### src/rtl/alu_share_arbiter_pkg.sv
// Shared definitions for the ALU-sharing arbiter: FSM states, ALU op codes
// and the legality check applied before an operation is launched.
package alu_share_arbiter_pkg;

    typedef enum logic [1:0] {
        ST_IDLE = 2'd0,
        ST_EXEC = 2'd1,
        ST_RESP = 2'd2
    } state_e;

    localparam logic [3:0] OP_AND = 4'b0000;
    localparam logic [3:0] OP_OR  = 4'b0001;
    localparam logic [3:0] OP_ADD = 4'b0010;
    localparam logic [3:0] OP_SLL = 4'b0011;
    localparam logic [3:0] OP_SUB = 4'b0110;
    localparam logic [3:0] OP_SLT = 4'b0111;
    localparam logic [3:0] OP_SRL = 4'b1011;
    localparam logic [3:0] OP_NOR = 4'b1100;
    localparam logic [3:0] OP_MUL = 4'b1111;

    function automatic logic is_legal_op(input logic [3:0] op);
        logic legal;
        case (op)
            OP_AND, OP_OR, OP_ADD, OP_SLL, OP_SUB,
            OP_SLT, OP_SRL, OP_NOR, OP_MUL: legal = 1'b1;
            default:                        legal = 1'b0;
        endcase
        return legal;
    endfunction

endpackage

### src/rtl/alu_share_arbiter_rr_arb2.sv
// Two-way round-robin grant: a lone requester always wins; on contention the
// requester that was not served last wins.
module alu_share_arbiter_rr_arb2 (
    input  logic [1:0] valid,
    input  logic       last,
    output logic [1:0] grant
);

    // Grant decode from request valids and the last-served index
    always_comb begin
        grant = 2'b00;
        case (valid)
            2'b01:   grant = 2'b01;
            2'b10:   grant = 2'b10;
            2'b11:   grant = last ? 2'b01 : 2'b10;
            default: grant = 2'b00;
        endcase
    end

endmodule

### src/rtl/alu_share_arbiter.sv
// Shares one external combinational ALU between two requesters, one operation
// in flight, with valid/ready request and response channels.
module alu_share_arbiter
    import alu_share_arbiter_pkg::*;
#(
    parameter int WIDTH         = 32,
    parameter int SETTLE_CYCLES = 2
) (
    input  logic             clk,
    input  logic             reset,
    input  logic             req0_valid,
    output logic             req0_ready,
    input  logic [WIDTH-1:0] req0_a,
    input  logic [WIDTH-1:0] req0_b,
    input  logic [3:0]       req0_op,
    input  logic [4:0]       req0_shamt,
    input  logic             req1_valid,
    output logic             req1_ready,
    input  logic [WIDTH-1:0] req1_a,
    input  logic [WIDTH-1:0] req1_b,
    input  logic [3:0]       req1_op,
    input  logic [4:0]       req1_shamt,
    output logic             rsp0_valid,
    input  logic             rsp0_ready,
    output logic [WIDTH-1:0] rsp0_result,
    output logic             rsp0_zero,
    output logic             rsp0_err,
    output logic             rsp1_valid,
    input  logic             rsp1_ready,
    output logic [WIDTH-1:0] rsp1_result,
    output logic             rsp1_zero,
    output logic             rsp1_err,
    output logic [WIDTH-1:0] alu_a,
    output logic [WIDTH-1:0] alu_b,
    output logic [3:0]       alu_control,
    output logic [4:0]       alu_shamt,
    input  logic [WIDTH-1:0] alu_result,
    input  logic             alu_zero
);

    localparam int CNT_W = (SETTLE_CYCLES > 1) ? $clog2(SETTLE_CYCLES) : 1;
    localparam logic [CNT_W-1:0] CNT_LOAD = CNT_W'(SETTLE_CYCLES - 1);

    state_e                      state_r, state_s;
    logic                        last_r, last_s;
    logic                        owner_r, owner_s;
    logic [CNT_W-1:0]            count_r, count_s;
    logic [WIDTH-1:0]            alu_a_s, alu_b_s;
    logic [3:0]                  alu_control_s;
    logic [4:0]                  alu_shamt_s;
    logic [1:0]                  rsp_valid_r, rsp_valid_s;
    logic [1:0][WIDTH-1:0]       rsp_result_r, rsp_result_s;
    logic [1:0]                  rsp_zero_r, rsp_zero_s;
    logic [1:0]                  rsp_err_r, rsp_err_s;
    logic [1:0]                  rsp_ready_s;
    logic [1:0]                  grant_s;
    logic                        accept_s;
    logic [WIDTH-1:0]            sel_a_s, sel_b_s;
    logic [3:0]                  sel_op_s;
    logic [4:0]                  sel_shamt_s;

    alu_share_arbiter_rr_arb2 u_rr_arb2 (
        .valid (({req1_valid, req0_valid})),
        .last  (last_r),
        .grant (grant_s)
    );

    assign req0_ready  = (state_r == ST_IDLE) & grant_s[0];
    assign req1_ready  = (state_r == ST_IDLE) & grant_s[1];
    assign accept_s    = (req0_ready & req0_valid) | (req1_ready & req1_valid);
    assign rsp_ready_s = {rsp1_ready, rsp0_ready};

    assign sel_a_s     = grant_s[1] ? req1_a     : req0_a;
    assign sel_b_s     = grant_s[1] ? req1_b     : req0_b;
    assign sel_op_s    = grant_s[1] ? req1_op    : req0_op;
    assign sel_shamt_s = grant_s[1] ? req1_shamt : req0_shamt;

    assign rsp0_valid  = rsp_valid_r[0];
    assign rsp0_result = rsp_result_r[0];
    assign rsp0_zero   = rsp_zero_r[0];
    assign rsp0_err    = rsp_err_r[0];
    assign rsp1_valid  = rsp_valid_r[1];
    assign rsp1_result = rsp_result_r[1];
    assign rsp1_zero   = rsp_zero_r[1];
    assign rsp1_err    = rsp_err_r[1];

    // Next-state, operand latch, settle counter and response register logic
    always_comb begin
        state_s       = state_r;
        last_s        = last_r;
        owner_s       = owner_r;
        count_s       = count_r;
        alu_a_s       = alu_a;
        alu_b_s       = alu_b;
        alu_control_s = alu_control;
        alu_shamt_s   = alu_shamt;
        rsp_valid_s   = rsp_valid_r;
        rsp_result_s  = rsp_result_r;
        rsp_zero_s    = rsp_zero_r;
        rsp_err_s     = rsp_err_r;
        case (state_r)
            ST_IDLE: begin
                if (accept_s) begin
                    last_s  = grant_s[1];
                    owner_s = grant_s[1];
                    if (is_legal_op(sel_op_s)) begin
                        alu_a_s       = sel_a_s;
                        alu_b_s       = sel_b_s;
                        alu_control_s = sel_op_s;
                        alu_shamt_s   = sel_shamt_s;
                        count_s       = CNT_LOAD;
                        state_s       = ST_EXEC;
                    end else begin
                        // Illegal op never reaches the ALU; answer straight away
                        rsp_valid_s[grant_s[1]]  = 1'b1;
                        rsp_result_s[grant_s[1]] = {WIDTH{1'b0}};
                        rsp_zero_s[grant_s[1]]   = 1'b0;
                        rsp_err_s[grant_s[1]]    = 1'b1;
                        state_s                  = ST_RESP;
                    end
                end else begin
                    state_s = ST_IDLE;
                end
            end
            ST_EXEC: begin
                if (count_r == {CNT_W{1'b0}}) begin
                    rsp_valid_s[owner_r]  = 1'b1;
                    rsp_result_s[owner_r] = alu_result;
                    rsp_zero_s[owner_r]   = alu_zero;
                    rsp_err_s[owner_r]    = 1'b0;
                    state_s               = ST_RESP;
                end else begin
                    count_s = count_r - {{(CNT_W-1){1'b0}}, 1'b1};
                end
            end
            ST_RESP: begin
                if (rsp_ready_s[owner_r]) begin
                    rsp_valid_s[owner_r] = 1'b0;
                    state_s              = ST_IDLE;
                end else begin
                    state_s = ST_RESP;
                end
            end
            default: begin
                state_s = ST_IDLE;
            end
        endcase
    end

    // State and datapath registers; reset drops any in-flight operation
    always_ff @(posedge clk or posedge reset) begin
        if (reset) begin
            state_r      <= ST_IDLE;
            last_r       <= 1'b1;
            owner_r      <= 1'b0;
            count_r      <= {CNT_W{1'b0}};
            alu_a        <= {WIDTH{1'b0}};
            alu_b        <= {WIDTH{1'b0}};
            alu_control  <= 4'b0000;
            alu_shamt    <= 5'b00000;
            rsp_valid_r  <= 2'b00;
            rsp_result_r <= {(2*WIDTH){1'b0}};
            rsp_zero_r   <= 2'b00;
            rsp_err_r    <= 2'b00;
        end else begin
            state_r      <= state_s;
            last_r       <= last_s;
            owner_r      <= owner_s;
            count_r      <= count_s;
            alu_a        <= alu_a_s;
            alu_b        <= alu_b_s;
            alu_control  <= alu_control_s;
            alu_shamt    <= alu_shamt_s;
            rsp_valid_r  <= rsp_valid_s;
            rsp_result_r <= rsp_result_s;
            rsp_zero_r   <= rsp_zero_s;
            rsp_err_r    <= rsp_err_s;
        end
    end

endmodule

### config.mk
export PLATFORM = sky130hd
export DESIGN_NAME = alu_share_arbiter
export DESIGN_NICKNAME = d
export VERILOG_FILES = /design/src/rtl/alu_share_arbiter_pkg.sv /design/src/rtl/alu_share_arbiter_rr_arb2.sv /design/src/rtl/alu_share_arbiter.sv
export SDC_FILE = /design/constraint.sdc
export NUM_CORES = 1
export LEC_CHECK = 0
export ABC_AREA = 1
export CORE_UTILIZATION = 45
export DETAILED_ROUTE_END_ITERATION = 8
export HOLD_SLACK_MARGIN = 0.02
export MAX_ROUTING_LAYER = met4
export PLACE_DENSITY = 0.85
export SLEW_MARGIN = 40
export SYNTH_ARGS = -nofsm -noshare
export SYNTH_HDL_FRONTEND = slang
export SYNTH_HIERARCHICAL = 1
export SYNTH_SLANG_ARGS = --single-unit
### constraint.sdc
create_clock -name clk -period 11.1 [get_ports clk]
set_clock_uncertainty 0.1 [all_clocks]
set_input_delay 2.22 -clock clk [delete_from_list [all_inputs] [get_ports clk]]
set_output_delay 2.22 -clock clk [all_outputs]
set_load 0.1 [all_outputs]
==> run_results.csv <==
group,metric,value,unit
critical_path,r2r_end,"rsp1_result[6]",
synthesis,yosysUniqueCellTypes,27,
critical_path,cp.arrival,4.81,ns
drt,drc,0,
floorplan,core,17300,um2
critical_path,worstSetupEndpoint,"req1_ready",
drt,vias_per_cell,5.18,
clock_tree,cts_inserted_buffers,17,
critical_path,critical_path.max_fanout,38,
synthesis,synth_cells,1118,
critical_path,cp-end-kind,"primary output",
floorplan,start_util,46.1,%
clock_tree,ctsRootBufferMaster,"clkbuf_16",
run,max_cap_violations,0,
finish,fill_cells,1549,
critical_path,regToRegStartpoint,"last_r",
critical_path,cp-startpoint,"req1_valid",
clock_tree,hold_buffers,0,
floorplan,io_pins,330,
floorplan,rows,48,
drt,dr.first_iter.drc_count,637,
synthesis,syn_nets,1304,
critical_path,r2r_setup_slack,6.47,ns
synthesis,syn_area_per_cell,7.14,um2
hold_path,min_path_type,"flop to flop",
finish,fin_nets,1581,
clock_tree,post_cts_resized,0,
synthesis,ys_ff_latch,148,
finish,drive_above_1_share,14.6,%
critical_path,reg2reg_depth,13,
timing,setup_viol,0,
clock_tree,h-tree-depth,4,
timing,fin_tns_setup,0,ns
grt,grt_pass1_vias,7968,
finish,layout_common_cells,"nand2_1, clkdlybuf4s50_1, dfrtp_1",
critical_path,crit_chain,"clkdlybuf4s50_1, inv_1, a21oi_4, clkinv_2, nor2_1, buf_2",
timing,slew_headroom,44.4,%
grt,grt_util_all_layers,29.8,%
critical_path,slowest_stage,"clkinv_2",
drt,drt-total-wl,26.2,mm
finish,multi_input_comb_area,3460,um2
placement,place_hpwl,17.8,mm
grt,grt_pass1_wl,41.0,mm
floorplan,dieArea,18300,um2
timing,hold_viol,0,
floorplan,die_w,135,um
finish,ff_latch_area,3700,um2
clock_tree,postCtsSetupBuffers,0,
timing,slew_viol_final,0,
critical_path,start_kind,"input port",
timing,layout_setup_ws,3.97,ns
floorplan,die_h,135,um
critical_path,critPathKind,"input port to primary output",
timing,period_share,64.3,%
finish,syn_to_final_growth,40.2,%
grt,grt_max_degree,109,
timing,min_period,7.13,ns
drt,ant_nets,0,
critical_path,critical_path.max_stage_delay,0.68,ns
grt,overflow,0,
clock_tree,clkTransAtPathRegs,0.07,ns
hold_path,worst_hold_path.num_cells,2,
placement,port_buffers,329,
clock_tree,cts_tree,"done",
timing,worstMarginPinSlew,0.833,ns
timing,worst_hold_slack,0.393,ns
critical_path,cp.required,8.78,ns
drt,vias,8464,
grt,antenna_found_initial,2,
outcome,status,"complete, no violations",
drt,avgRoutedWirePerCell,16.0,um
placement,globalplace.congestion,0.981,
placement,place_ws,3.98,ns
drt,drtPass1Iterations,7,
synthesis,netlist_area,7980,um2
clock_tree,cts_num_sinks,148,
finish,layout_commonest_cell,"nand2_1",
synthesis,ys_seq_area_share,46.4,%
timing,rsz0062_at_grt,"no",
clock_tree,clk_latency,0.41,ns
clock_tree,cts.path.max_buffers,2,
synthesis,yosys_warnings,6,
timing,fmax,0.140,GHz
layer usage:
layer	vias up	GRT usage, %	part of all wire, %
met2	451	46.5	48
met3	64	7.52	9.8
met5	-	-	0
li1	4122	-	-
met1	3827	36.0	39
met4	0	14.2	3.3
worst max-delay path: cells and delay by family:
kind,cells,cell delay [ns]
simple gates,1,0.24
buf+inv,4,1.76
compound gates,1,0.58
synthesized netlist by cell type, drive strengths merged:
cell type / count / area [um2]
nor2: 11 / 70.1
clkbuf: 29 / 109
inv: 123 / 462
or2: 1 / 6.26
ha: 1 / 12.5
a31oi: 2 / 12.5
dfstp: 1 / 26.3
o21a: 1 / 7.51
o21bai: 1 / 7.51
nand2: 449 / 1690
dfrtp: 147 / 3680
a21oi: 4 / 23.8
nand3: 83 / 445
buf: 52 / 282
nand4: 66 / 413
o21ai: 147 / 736
cell families (layout without fill, tap and decap cells):
logic type	count (synthesis)	after routing	share of synthesized area, %
AOI/OAI and AO/OA	155	155	9.86
adders and majority gates	1	1	0.157
other	0	2	0
DFF	148	148	46.4
and+or+nand+nor	610	610	32.9
buffers and inverters	204	493	10.7
worst min-delay path by stage:
stage	slack (ns)	to	startpoint
2_1_floorplan	0.37	last_r	last_r
3_3_place_gp	0.38	rsp0_result[31]	rsp0_result[31]
3_5_place_dp	0.38	rsp1_result[21]	rsp1_result[21]
4_1_cts	0.39	rsp1_result[21]	rsp1_result[21]
5_1_grt	0.42	rsp1_result[21]	rsp1_result[21]
6_report	0.39	rsp1_result[21]	rsp1_result[21]
through the flow:
step                util [%]  cells  instance area (um2)
global placement        65.1   1599                11300
finish                  64.7   1634                11200
CTS                     64.6   1632                11200
floorplan                  -   1118                 7980
global route            64.7   1634                11200
detailed placement      61.1   1601                10600
sequential cells by signal (all words and copies together), names as in the netlist, 2 cells and up:
signal	flops
alu_a	32
alu_b	32
alu_control	4
alu_shamt	5
rsp0_result	32
rsp1_result	32
rsp_err_r	2
rsp_valid_r	2
rsp_zero_r	2
state_r	2
cell type report:
type | instances | area share [%]
diodes | 2 | 0.0448
clock buffers | 18 | 3.84
clock inverters | 13 | 1.44
inverters | 123 | 4.18
multi-input cells | 766 | 30.9
flip-flops and latches | 148 | 33.1
well taps | 225 | 2.52
repair buffers | 339 | 23.9
Power is not shown: default switching activity piles up to over one toggle a cycle in this logic, so the estimate is an artifact.
